## config.mk

```make
export PLATFORM = sky130hd
export DESIGN_NAME = io_bus_arbiter
export DESIGN_NICKNAME = d
export VERILOG_FILES = /design/src/rtl/io_bus_arbiter.sv
export SDC_FILE = /design/constraint.sdc
export NUM_CORES = 1
export LEC_CHECK = 0
export ABC_AREA = 1
export CAP_MARGIN = 20
export CORE_ASPECT_RATIO = 2
export CORE_MARGIN = 2
export CORE_UTILIZATION = 40
export CTS_CLUSTER_DIAMETER = 80
export DETAILED_ROUTE_END_ITERATION = 7
export PLACE_DENSITY_LB_ADDON = 0.25
export SKIP_CTS_REPAIR_TIMING = 1
export SYNTH_ARGS = -nofsm -noshare
export SYNTH_HDL_FRONTEND = slang
export SYNTH_SLANG_ARGS = --single-unit
```

## constraint.sdc

```tcl
create_clock -name clk -period 2.7 [get_ports clk]
set_clock_uncertainty 0.05 [all_clocks]
set_input_delay 0.54 -clock clk [delete_from_list [all_inputs] [get_ports clk]]
set_output_delay 0.54 -clock clk [all_outputs]
set_load 0.05 [all_outputs]
```

## src/rtl/io_bus_arbiter.sv

```systemverilog
// rtl/io_bus_arbiter.sv - two-master round-robin arbiter for one Avalon I/O slave port
//
// Purpose:
//   Shares one Avalon I/O slave (16-bit port address, 32-bit data, byteenable)
//   between the CPU I/O master (m0) and a secondary master (m1, e.g. DMA or
//   debug). Only one transaction is in flight; the grant is held from command
//   issue until write acceptance or read data return. A read that gets no
//   s_readdatavalid within TIMEOUT cycles completes with 32'hFFFFFFFF so a
//   silent device cannot hang the CPU.
//
// Ports:
//   clk, rst_n                 clock, asynchronous active-low reset
//   m0_address/m1_address      master port address (dword aligned)
//   m0_byteenable/m1_*         master byte lanes
//   m0_read/m0_write, m1_*     master command strobes
//   m0_writedata/m1_*          master write data
//   m0_waitrequest/m1_*        master stall (command not accepted)
//   m0_readdata/m1_*           registered read data, holds last value
//   m0_readdatavalid/m1_*      one-cycle read data strobe
//   s_address..s_writedata     slave command, muxed from the granted master
//   s_waitrequest              slave stall
//   s_readdata/s_readdatavalid slave read response
module io_bus_arbiter #(
   parameter int TIMEOUT = 255,
   parameter int CNT_W   = 8
) (
   input  logic        clk,
   input  logic        rst_n,

   input  logic [15:0] m0_address,
   input  logic [3:0]  m0_byteenable,
   input  logic        m0_read,
   input  logic        m0_write,
   input  logic [31:0] m0_writedata,
   output logic        m0_waitrequest,
   output logic [31:0] m0_readdata,
   output logic        m0_readdatavalid,

   input  logic [15:0] m1_address,
   input  logic [3:0]  m1_byteenable,
   input  logic        m1_read,
   input  logic        m1_write,
   input  logic [31:0] m1_writedata,
   output logic        m1_waitrequest,
   output logic [31:0] m1_readdata,
   output logic        m1_readdatavalid,

   output logic [15:0] s_address,
   output logic [3:0]  s_byteenable,
   output logic        s_read,
   output logic        s_write,
   output logic [31:0] s_writedata,
   input  logic        s_waitrequest,
   input  logic [31:0] s_readdata,
   input  logic        s_readdatavalid
);

   typedef enum logic [1:0] {
      IDLE = 2'd0,
      CMD  = 2'd1,
      RESP = 2'd2
   } state_t;

   localparam logic [CNT_W-1:0] TCNT_LAST = CNT_W'(TIMEOUT - 1);
   localparam logic [CNT_W-1:0] TCNT_ONE  = CNT_W'(1);

   state_t           state;
   state_t           state_nxt;
   logic             grant;        // 0 = m0, 1 = m1
   logic             last_grant;
   logic [CNT_W-1:0] tcnt;

   logic             req0;
   logic             req1;
   logic             winner;
   logic             mg_read;
   logic             mg_write;
   logic             timeout_hit;
   logic             resp_done;
   logic [31:0]      resp_data;

   assign req0 = m0_read | m0_write;
   assign req1 = m1_read | m1_write;

   // On a tie the master that did not win last time gets the bus.
   always_comb begin
      winner = 1'b0;
      if (req0 && req1) begin
         winner = ~last_grant;
      end else begin
         winner = req1;
      end
   end

   assign mg_read      = grant ? m1_read       : m0_read;
   assign mg_write     = grant ? m1_write      : m0_write;
   assign s_address    = grant ? m1_address    : m0_address;
   assign s_byteenable = grant ? m1_byteenable : m0_byteenable;
   assign s_writedata  = grant ? m1_writedata  : m0_writedata;

   assign timeout_hit = (tcnt == TCNT_LAST);
   assign resp_done   = s_readdatavalid | timeout_hit;
   // Real slave data beats the synthetic response when both land together.
   assign resp_data   = s_readdatavalid ? s_readdata : 32'hFFFF_FFFF;

   always_ff @(posedge clk or negedge rst_n) begin
      if (!rst_n) begin
         state <= IDLE;
      end else begin
         state <= state_nxt;
      end
   end

   always_comb begin
      state_nxt      = state;
      s_read         = 1'b0;
      s_write        = 1'b0;
      m0_waitrequest = 1'b1;
      m1_waitrequest = 1'b1;
      case (state)
         IDLE: begin
            if (req0 || req1) begin
               state_nxt = CMD;
            end
         end
         CMD: begin
            // A write wins if a master raises read and write together.
            s_write = mg_write;
            s_read  = mg_read & ~mg_write;
            if (grant) begin
               m1_waitrequest = s_waitrequest;
            end else begin
               m0_waitrequest = s_waitrequest;
            end
            if (!(mg_read || mg_write)) begin
               // Granted master withdrew its command: release the bus.
               state_nxt = IDLE;
            end else if (!s_waitrequest) begin
               state_nxt = mg_write ? IDLE : RESP;
            end
         end
         RESP: begin
            if (resp_done) begin
               state_nxt = IDLE;
            end
         end
         default: begin
            state_nxt = IDLE;
         end
      endcase
   end

   always_ff @(posedge clk or negedge rst_n) begin
      if (!rst_n) begin
         grant            <= 1'b0;
         last_grant       <= 1'b1;
         tcnt             <= '0;
         m0_readdata      <= '0;
         m1_readdata      <= '0;
         m0_readdatavalid <= 1'b0;
         m1_readdatavalid <= 1'b0;
      end else begin
         m0_readdatavalid <= 1'b0;
         m1_readdatavalid <= 1'b0;
         case (state)
            IDLE: begin
               if (req0 || req1) begin
                  grant      <= winner;
                  last_grant <= winner;
               end
            end
            CMD: begin
               if (mg_read && !mg_write && !s_waitrequest) begin
                  tcnt <= '0;
               end
            end
            RESP: begin
               if (resp_done) begin
                  if (grant) begin
                     m1_readdata      <= resp_data;
                     m1_readdatavalid <= 1'b1;
                  end else begin
                     m0_readdata      <= resp_data;
                     m0_readdatavalid <= 1'b1;
                  end
               end else begin
                  tcnt <= tcnt + TCNT_ONE;
               end
            end
            default: begin
            end
         endcase
      end
   end

endmodule

```

After elaboration in Yosys (flattened, before gate mapping)

Index checks and enable logic that the tools add are counted.

Register bits after elaboration: 78
Input bits: 144
Output and inout bits: 122
Word-level logic and storage cells: 66

$add $sub $neg: 1
Equality and inequality tests: 8
Multiplexer cells: 28
Bitwise logic cells: 7
Reduce and logical (&&, ||, !) cells: 14

Operators by type and width:

| operator                                      | number |
|---|---|
| 2-to-1 mux 32 bit                             | 2 |
| 2-to-1 mux 16 bit                             | 1 |
| 2-to-1 mux 8 bit                              | 2 |
| one-hot mux 8 bit (2 select lines)            | 1 |
| 2-to-1 mux 1 bit                              | 15 |
| AND reduction 3 bit                           | 4 |
| 2-to-1 mux 2 bit                              | 5 |
| adder 8 x 1 -> 8 bit, second input constant   | 1 |
| == test 8 bit, second input constant          | 1 |
| != test 2 bit, second input constant          | 4 |
| one-hot mux 2 bit (3 select lines)            | 1 |
| 2-to-1 mux 4 bit                              | 1 |
| logical AND 1 bit                             | 3 |
| != test 3 bit, second input constant          | 1 |
| NOT 1 bit                                     | 3 |
| OR 1 bit                                      | 3 |
| == test 2 x 1 -> 1 bit, second input constant | 1 |
| == test 2 bit, second input constant          | 1 |
| zero test 1 bit                               | 2 |
| zero test 2 bit                               | 1 |
| logical OR 1 bit                              | 2 |
| AND reduction 2 bit                           | 1 |
| nonzero test 2 bit                            | 1 |
| AND 1 bit                                     | 1 |

Logic depth before layout (Yosys ltp)

Gate-level depths: netlist of run 1.

Depth in word-level cells: 6
Depth in mapped cells: 11
Mapped depth without buffers: 9

Least setup slack after synthesis of run 1

OpenSTA, ideal clock, no wires.

Path kind: flip-flop to output port
From: register grant
To: output port s_write
Data arrival time: 1.763 ns
Data required time: 2.110 ns
Setup slack: 0.347 ns
Cell stages (with the launch flop): 5
Buffers on the path: 1
Cell sequence: dfrtp_1 > buf_4 > nand2_1 > o21ai_2 > nor3_1

Word-level cells in the longest chain between the ends: 2

Ends and longest elaborated chain:

| what                   | RTL line | RTL |
|---|---|---|
| start, declared        | 69       | `logic grant;` |
| start signal, assigned | 168      | `grant <= winner;` |
| 2-to-1 mux 1 bit       | 96       | `assign mg_write = grant ? m1_write : m0_write;` |
| 2-to-1 mux 1 bit       | 120      | `case (state)` |
| end, declared          | 51       | `output logic s_write,` |

No other way between the ends.

Worst setup path after layout of run 1

From: input port m1_write
To: output port s_write

Word-level cells in the longest chain between the ends: 2

Ends and longest elaborated chain:

| what             | RTL line | RTL |
|---|---|---|
| start, declared  | 42       | `input logic m1_write,` |
| 2-to-1 mux 1 bit | 96       |  |
| 2-to-1 mux 1 bit | 120      |  |

No other way between the ends.

==> results of run 1 <==
flip-flops by register name (all words and copies together), names as in the netlist:
signal            count
grant                 1
last_grant            1
m0_readdata          32
m0_readdatavalid      1
m1_readdata          32
m1_readdatavalid      1
state                 2
tcnt                  8
per-layer routing:
metal | track usage [%] | routed length (um) | vias up
met5 | 0 | 0 | -
met4 | 10.8 | 508 | 0
met3 | 8.18 | 1240 | 29
met2 | 44.1 | 7470 | 225
met1 | 27.5 | 4700 | 1992
li1 | - | - | 2149
cell usage after synthesis:
library cell,number
nand2_1,234
dfrtp_1,77
o21ai_2,47
nor2_1,41
nand2_2,21
nand3_1,19
o21ai_1,18
inv_1,16
clkbuf_1,15
buf_6,12
or2_2,3
buf_4,2
ha_1,2
nand3_2,2
nor3_1,2
o21ai_0,2
and3_1,1
buf_2,1
clkinv_1,1
dfstp_2,1
nand4_2,1
nor2_4,1
o221ai_1,1
xor2_1,1
path summary, 6_finish.rpt:
kind | from | to | slack [ps] | cells past startpoint
min | rst_n | m0_readdata[10] | 100 | 1
max | m1_write | s_write | 380 | 6
max in group asynchronous | rst_n | last_grant | 1840 | 2
min reg2reg | m0_readdata[20] | m0_readdata[20] | 440 | 2
max reg2reg | tcnt[0] | tcnt[4] | 980 | 9
min in group clk | m0_readdata[20] | m0_readdata[20] | 440 | 2
power by group:
group | switching (W) | internal (W) | leakage [nW]
Clock | 0.000491 | 0.000634 | 0.134
Combinational | 0.00441 | 0.00273 | 2.50
Sequential | 0.000302 | 0.00166 | 1.03
logic make-up after synthesis:
kind of cell    synth area share (%)
fa+ha+maj                      0.607
compound gates                  12.6
flops                           47.4
simple gates                    32.5
xor+xnor                       0.213
buf+inv                         6.68
per-stage QoR:
step	std cells	hold WS, ps	power (W)	setup slack, ps
3_5_place_dp	900	416	0.00914	394
5_1_grt	916	142	0.0107	266
4_1_cts	916	109	0.0103	387
6_report	916	105	0.0102	381
2_1_floorplan	521	194	0.00596	347
3_3_place_gp	900	414	0.00902	382
cell type report:
type                       count  area (um^2)  area share, %
inverter                      17         63.8          0.830
clock buffer                   9          225           2.93
clock inverter                 7         57.6          0.749
timing repair buffer         274         3320           43.1
multi-input combinational    396         1900           24.7
sequential                    78         1950           25.4
tap                          135          169           2.20
critical path: stages:
cell	delay, ps
clkdlybuf4s50_1	500
inv_1	60
nand2_1	70
o21ai_2	80
nor3_1	280
buf_12	190
==> summary.md, run 1 <==
The run finished with clean final reports. The routed length per instance is 15.2 um. Yosys attributes the largest share of cell area to dfrtp_1 47%, nand2_1 21%, o21ai_2 10%, nor2_1 3.7%, buf_6 3.3%. Buffers inserted during clock tree synthesis total 9. The mapped netlist covers 4120 um^2. For the antenna diode count, the log shows 0. For the number of hold violations in the final report, the log shows 0. The number of register bits inferred by synthesis is 78, and the deepest level of the CTS H-tree is 3. Once the floorplan was initialized, standard cells occupied 40.9% of the core. Adding up every negative setup slack in the final design gives 0 ps. Clock root buffer: clkbuf_16.

The die covers 11,200 um^2. IR analysis of the VDD net gives a maximum drop of 0.797 mV. The floorplan step set the die height to 148 um. The tools report the final RePlAce weighted congestion as 0.817.

The biggest area contributor in the post-synthesis netlist is dfrtp_1. The start-to-end type of the worst setup path was in -> out. The filler cells instantiated in the layout total 681.

During synthesis, Yosys emitted a total of 0 warnings. For the worst setup path, the data required time is 2110 ps. The cell area power density works out to 1330 nW/um^2.

The detail route stage leaves a number of antenna-violating nets equal to 0. The tools report the initial antenna violation count as 0. For the worst-skew pair, the clock arrives at the later sink with an insertion delay of 330 ps. The average size of a mapped cell was 7.91 um^2. The capturing element type of the critical path was an output port.

After the first detailed-routing iteration, the DRC count stood at 245. The sequential-to-total area share from yosys stat came out at 47.4%. The clock period minus final worst setup slack came out at 2320 ps. In the final layout, the share of cells above drive strength 1 is 20.4%.

The first global-routing pass estimated 21,800 um of wire. The worst setup path is launched from a primary input. The maximum operating frequency was 0.431 GHz; the count of mapped cells out of synthesis was 521. TritonCTS built the clock tree. Leaving out fill and tap cells, the most frequent cells in the layout are 234 x nand2_1, 208 x clkdlybuf4s50_1, 76 x dfrtp_1. In this run the count of I/O pins placed on the die edge is 266. The run gives 922 as the layout net count.

The count of final max-slew check failures is 0, and the data arrival time of the critical path is 1730 ps. After clock tree synthesis, the clock-pin slew on the worst setup and hold paths is 60 ps. The tools report the via count of the first global-routing pass as 4,511. The logs give 52 for the count of standard-cell rows and 4 for the number of detailed-routing iterations run before antenna repair. The final standard cell area without fillers was 7680 um^2; the width of the chip was 75.8 um. For this run, design rule violations remaining after detail routing come to 0. The logs give 667 for the net count after synthesis and 66 for the largest net degree at the start of global routing.

The routed layout has 4,395 vias. The library cell used most frequently in the layout, excluding fill and tap cells, is nand2_1. The total routed wirelength came out at 13,900 um. After detailed routing, the number of vias per cell comes to 4.80. The utilization after layout was 76.2%; the core footprint was 10,100 um^2.

The total overflow left after global routing is 0. Class of the tightest hold or removal check: in -> async. Setup violations remaining at the end of the flow were counted as 0.

Counting every sink on the clock net gives 78. Setup repair after global routing left no endpoint under its margin. In this run the biggest area consumer among cell types represents 46.8% of the synthesized area.

Port buffering added 265 buffers. The signed area change from the synthesized netlist to the final layout is 86.5%. Headroom to the max-slew limit: 61.7%. No sink is reached through more buffers than the 2 on the longest clock path. The placed instances occupy a cell area of 7400 um^2.

Largest fanout on the critical path: 4. The number of distinct library cells after synthesis is 24. For the pin with the worst max-slew slack, the measured transition is 573 ps. The all-layer global routing usage was 25.6%.

The tool flagged a number of max-cap violations equal to 0. The final critical-path share of the clock period is 85.9%. The placed wire-length estimate is 11,300 um.

The leakage power of the design is 3.66 nW.
(Power assumes the default switching activity.)
==> inputs of run 2 (changes only) <==
- CORE_MARGIN: 2 -> default
- PLACE_DENSITY: default -> 0.87
- PLACE_DENSITY_LB_ADDON: 0.25 -> default
==> summary.md, run 2 (same netlist as run 1, synthesis figures left out) <==
For the starting density of the core, the log shows 40.9% (unchanged). The largest registers in the layout are m0_readdata (32), m1_readdata (32), tcnt (8). Core footprint: 10,100 um^2 (unchanged).

Headroom to the max-slew limit: 35.9% (-26 points). Setup repair after global routing left no endpoint under its margin. The largest fanout on the critical path works out to 42 (+38).

For the final RePlAce weighted congestion, the log shows 0.820 (+0.34%). The clock-pin slew on the worst setup and hold paths works out to 60 ps (about the same). The routed length per instance is 16.1 um (+6.0%), and the signed area change from the synthesized netlist to the final layout is 86.4% (about the same). The logs give 14,700 um (+5.7%) for the total routed wirelength and 28.3% (+2.7 points) for the all-layer global routing usage. The quantity of I/O buffers inserted on ports was 265 (unchanged); the worst supply voltage drop on vdd was 0.744 mV (-6.7%). The library cell used most frequently in the layout, excluding fill and tap cells, is nand2_1.

Count of final max-slew check failures: 0 (unchanged). The clock period minus final worst setup slack is 2400 ps (+82.2 ps). The layer with the highest usage is met2. The run gives 0 (unchanged) as the number of setup violations in the final report. The tools report the utilization after layout as 76.2% (about the same). For the number of hold violations in the final report, the log shows 0 (unchanged).

In this run the clock root is driven by a clkbuf_16. The capturing element type of the critical path is an output port. The tools report the layout net count as 919 (-0.33%). The required arrival time at the worst endpoint is 2110 ps (about the same), and the met1 layer usage reported by global route is 27.4% (-0.092 points). The number of detailed-routing iterations run before antenna repair is 4 (unchanged). The sum of overflow across all layers after global routing is 0 (unchanged), and the initial antenna violation count is 0 (unchanged). The final critical-path share of the clock period came out at 88.9% (+3.0 points). For the met2 track utilization from global routing, the log shows 52.3% (+8.2 points). The tools report the tightest hold margin as 293 ps (+189 ps). TritonCTS built the clock tree. The net switching fraction of the power is 50.5% (-0.36 points), and the deepest level of the CTS H-tree is 3 (unchanged).

Internal power component: 0.00512 W (+2.1%). Initial detailed-routing violation count: 208 (-15%). The maximum operating frequency is 0.416 GHz (-3.4%), and the leakage power of the design is 3.66 nW (about the same). The fraction of final layout cells with drive strength greater than 1 came out at 20.1% (-0.31 points). The run finished with clean final reports. The data arrival time of the critical path is 1810 ps (+80 ps).

The met3 track demand over resource was 8.80% (+0.62 points); the via count of the first global-routing pass was 4,699 (+4.2%). The antenna diode count was 0 (unchanged). Worst-margin pin slew: 961 ps (+388 ps). The setup total negative slack is 0 ps (unchanged), and the logic gate share of total power is 69.7% (about the same).

Timing startpoint of the critical path: grant. The average via count per standard cell is 4.98 (+3.8%), and the antenna violation net count after detailed routing is 0 (unchanged). First-pass GRT wire length: 23,100 um (+6.1%).

Class of the tightest hold or removal check: in -> async. The count of standard-cell rows is 52 (unchanged), and the clock network fraction of total power is 11.4% (+0.4 points). In this run the critical register-to-register path is launched from tcnt[0]. In the layout the commonest cells are 234 x nand2_1, 208 x clkdlybuf4s50_1, 76 x dfrtp_1. For the count of maximum capacitance violations, the log shows 0 (unchanged). The number of placed I/O pins came out at 266 (unchanged).

The worst setup path is of the reg -> out kind. The run gives 78 (unchanged) as the TritonCTS sink count. The width of the chip was 73.8 um (-2.6%). STA classifies the critical path startpoint as a flip-flop. The logs give 11,700 um (+3.0%) for the placed wire-length estimate and 18.9% (-0.3 points) for the part of the total power dissipated in sequential elements. The total clock buffers created by CTS is 9 (unchanged).

The tools report the total number of vias as 4,547 (+3.5%). The area enclosed by the die boundary is 10,700 um^2 (-4.0%). The clock network latency to the later pin of the worst-skew pair was 320 ps (about the same); the cell area power density was 1350 nW/um^2 (+1.5%).

DRC violation count after routing: 0 (unchanged). The largest net degree at the start of global routing is 79 (+20%), and the chip height is 146 um (-1.4%). The switching component of the power was 0.00523 W (+0.66%). Clock tree buffer depth: 2 (unchanged).
-- run 2: cell count changes in the layout (fill, tap and decap cells not counted), sizes merged --
cell / delta
bufinv: +1
buf: -3
clkinvlp: -1
inv: -3
clkinv: +2
clkbuf: +1
-- run 2: worst paths after layout --
check	to	depth (start not counted)	slack [ps]
worst min-delay path	m1_readdata[20]	1	290
worst max register to register	m0_readdata[2]	10	950
max in group asynchronous	grant	1	1620
min in group clk	m0_readdata[1]	2	430
worst max-delay path	s_writedata[9]	5	300
worst min register to register	m0_readdata[1]	2	430
-- run 2: layout make-up --
type,instances,area (um^2)
Clock inverter,6,61.3
Tap cell,135,169
Inverter,17,63.8
Multi-Input combinational cell,396,1900
Fill cell,655,2400
Clock buffer,10,239
Timing Repair Buffer,271,3290
Sequential cell,78,1950
-- run 2: critical path, cell delays in order, from the launching register on --
cell and delay (ps):
dfrtp_2 400, inv_1 390, buf_12 270, nand2_1 70
nand2_1 170, buf_12 170
-- run 2: metal layers --
layer	part of all wire [%]	up-vias
li1	-	2143
met1	33	2124
met2	55	245
met3	8.8	35
met4	3.6	0
met5	0	-
-- run 2: through the flow --
stage | power (W) | instances | worst slack [ps] | area (um^2)
finish | 0.0104 | 913 | 299 | 7680
global route | 0.0108 | 913 | 215 | 7680
CTS | 0.0104 | 913 | 290 | 7680
detailed placement | 0.00919 | 897 | 341 | 7380
global placement | 0.00904 | 897 | 371 | 7380
floorplan | 0.00596 | 521 | 347 | 4120
-- run 2: power groups by stage --
| stage | logic [W] | clock network (W) | registers, W |
|---|---|---|---|
| final | 0.00722 | 0.00118 | 0.00196 |
| after global placement | 0.00711 | 0 | 0.00194 |
| after CTS | 0.00725 | 0.00121 | 0.00195 |
| after global routing | 0.00755 | 0.00125 | 0.00201 |
| after floorplan | 0.00246 | 0 | 0.00349 |
| after detailed placement | 0.00723 | 0 | 0.00196 |
==> inputs of run 3 (changes only) <==
- PLACE_DENSITY: 0.87 -> 0.92
==> summary.md, run 3 (same netlist as run 1, synthesis figures left out) <==
The net switching fraction of the power is 49.9% (-0.66 points). The area enclosed by the die boundary is 10,700 um^2 (unchanged), and the worst supply voltage drop on vdd is 0.781 mV (+5.0%). The quantity of I/O buffers inserted on ports works out to 265 (unchanged). The start-to-end type of the worst setup path was reg -> out.

The class of the tightest hold or removal check was in -> async. The number of setup violations in the final report is 0 (unchanged), and the area of placed instances is 7390 um^2 (+0.20%). For the final RePlAce weighted congestion, the log shows 0.851 (+3.7%).

The cell area power density came out at 1340 nW/um^2 (-0.57%). The first-pass GRT wire length is 22,100 um (-4.5%), and the final standard cell area without fillers is 7710 um^2 (+0.44%). The worst-margin pin slew came out at 573 ps (-388 ps). The worst register-to-register path ends at tcnt[2]. The largest fanout on the critical path is 17 (-60%), and the initial antenna violation count is 0 (unchanged).

The width of the chip works out to 73.8 um (unchanged). The leakage power of the design was 3.68 nW (+0.55%); the all-layer global routing usage was 26.6% (-1.7 points). For the TritonCTS sink count, the log shows 78 (unchanged).

The total number of vias is 4,497 (-1.1%), and the number of hold violations in the final report is 0 (unchanged). The clock network latency to the later pin of the worst-skew pair was 320 ps (about the same); the antenna diode count was 0 (unchanged). The logs give 830 ps (-120 ps) for the flop-to-flop setup slack and 19.3% (+0.4 points) for the part of the total power dissipated in sequential elements.

The switching component of the power was 0.00516 W (-1.4%). The clock-pin slew on the worst setup and hold paths works out to 60 ps (about the same). The clock period minus final worst setup slack is 2410 ps (+13.3 ps), and the placed wire-length estimate is 11,100 um (-4.5%). The tools report the number of placed I/O pins as 266 (unchanged). The startpoint identified for the worst register-to-register timing path is grant. Setup total negative slack: 0 ps (unchanged). Chip height: 146 um (unchanged). Setup repair after global routing left no endpoint under its margin. The logic gate share of total power is 68.5% (-1.2 points), and the DRC violation count after routing is 0 (unchanged). The fraction of final layout cells with drive strength greater than 1 is 20.3% (+0.20 points).

The most frequent standard cell in the layout excluding fill and tap cells is nand2_1. The worst setup path is launched from a flip-flop. The count of final max-slew check failures was 0 (unchanged).

The logs give 136 ps (-157 ps) for the tightest hold margin and 0.414 GHz (-0.55%) for the maximum operating frequency. The sum of overflow across all layers after global routing was 0 (unchanged). The tools report the headroom to the max-slew limit as 61.7% (+26 points). The via count of the first global-routing pass is 4,742 (+0.92%), and the final critical-path share of the clock period is 89.4% (+0.49 points).

The average via count per standard cell is 4.91 (-1.3%). The top cell types in the final layout, fill and taps aside, are 234 x nand2_1, 208 x clkdlybuf4s50_1, 76 x dfrtp_1. The clock root buffer is clkbuf_16. The largest registers in the layout are m0_readdata (32), m1_readdata (32), tcnt (8).

For the internal power component, the log shows 0.00519 W (+1.2%). The worst setup timing slack at the placement stage came out at 395 ps (+54.3 ps). The layout net count was 921 (+0.22%); the clock network fraction of total power was 12.1% (+0.7 points).

The tools report the clock tree buffer depth as 2 (unchanged). Capturing element type of the critical path: an output port. The number of detailed-routing iterations run before antenna repair was 4 (unchanged); the largest net degree at the start of global routing was 66 (-16%). Final critical-path setup slack: 285 ps (-13.3 ps). The run gives 3 (unchanged) as the deepest level of the CTS H-tree. TritonCTS built the clock tree. The flow ran to the end, and the final reports show no timing, DRC or antenna violations. The required arrival time at the worst endpoint was 2110 ps (about the same); the total clock buffers created by CTS was 9 (unchanged). The antenna violation net count after detailed routing was 0 (unchanged); the depth of the most critical reg-to-reg path was 7 (-3).

The run gives 10,100 um^2 (unchanged) as the core footprint. The count of maximum capacitance violations came out at 0 (unchanged). The tools report the data arrival time of the critical path as 1820 ps (about the same). The signed area change from the synthesized netlist to the final layout was 87.2%; the total routed wirelength was 13,800 um (-6.2%). The initial detailed-routing violation count was 186 (-11%); the routed length per instance was 15.1 um (-6.4%). The tools report the count of standard-cell rows as 52 (unchanged). Starting density of the core: 40.9% (unchanged).
==> run 3: cell types whose count changed in the layout (fill, tap and decap cells not counted) <==
| cell | change |
|---|---|
| clkbuf_8 | +2 |
| inv_6 | +1 |
| clkinv_2 | -2 |
| clkinvlp_4 | -1 |
| buf_4 | +2 |
==> run 3: area by class of cell <==
| type | count | area, um^2 |
|---|---|---|
| repair buffers | 273 | 3310 |
| flip-flops and latches | 78 | 1950 |
| well taps | 135 | 169 |
| inverters | 17 | 63.8 |
| fillers | 651 | 2370 |
| clock inverters | 4 | 52.6 |
| multi-input cells | 396 | 1900 |
| clock buffers | 12 | 267 |
==> run 3: routing by layer <==
layer	vias up	GRT usage, %	routed length, um
met4	0	12.1	507
met2	228	49.6	7630
li1	2141	-	-
met3	29	3.88	760
met1	2099	28.0	4900
met5	-	0	0
==> run 3: per-stage QoR <==
stage	std cells	total power, W	util [%]
after floorplan	521	0.00596	-
after global placement	899	0.00896	73.3
after detailed placement	899	0.00913	73.3
after CTS	915	0.0104	76.5
after global routing	915	0.0108	76.5
final	915	0.0103	76.5
==> run 3: power groups by stage <==
stage	clock network (W)	logic, W	registers, W
finish	0.00125	0.00709	0.00200
global placement	0	0.00698	0.00198
global route	0.00131	0.00741	0.00205
floorplan	0	0.00246	0.00349
CTS	0.00127	0.00713	0.00200
detailed placement	0	0.00712	0.00202
==> run 3: critical path, cell delays in order, from the launching register on <==
cell	delay, ps
dfrtp_2	530
inv_1	340
nand2_1	130
nand2_1	130
and3_1	220
buf_12	150
==> run 3: worst max path at each step <==
stage	startpoint	to	slack (ps)	cells after the start
finish	grant	s_read	290	5
global route	grant	s_read	180	5
CTS	grant	s_writedata[16]	270	5
detailed placement	m1_write	s_write	400	6
global placement	m1_write	s_write	380	6
floorplan	grant	s_write	350	4
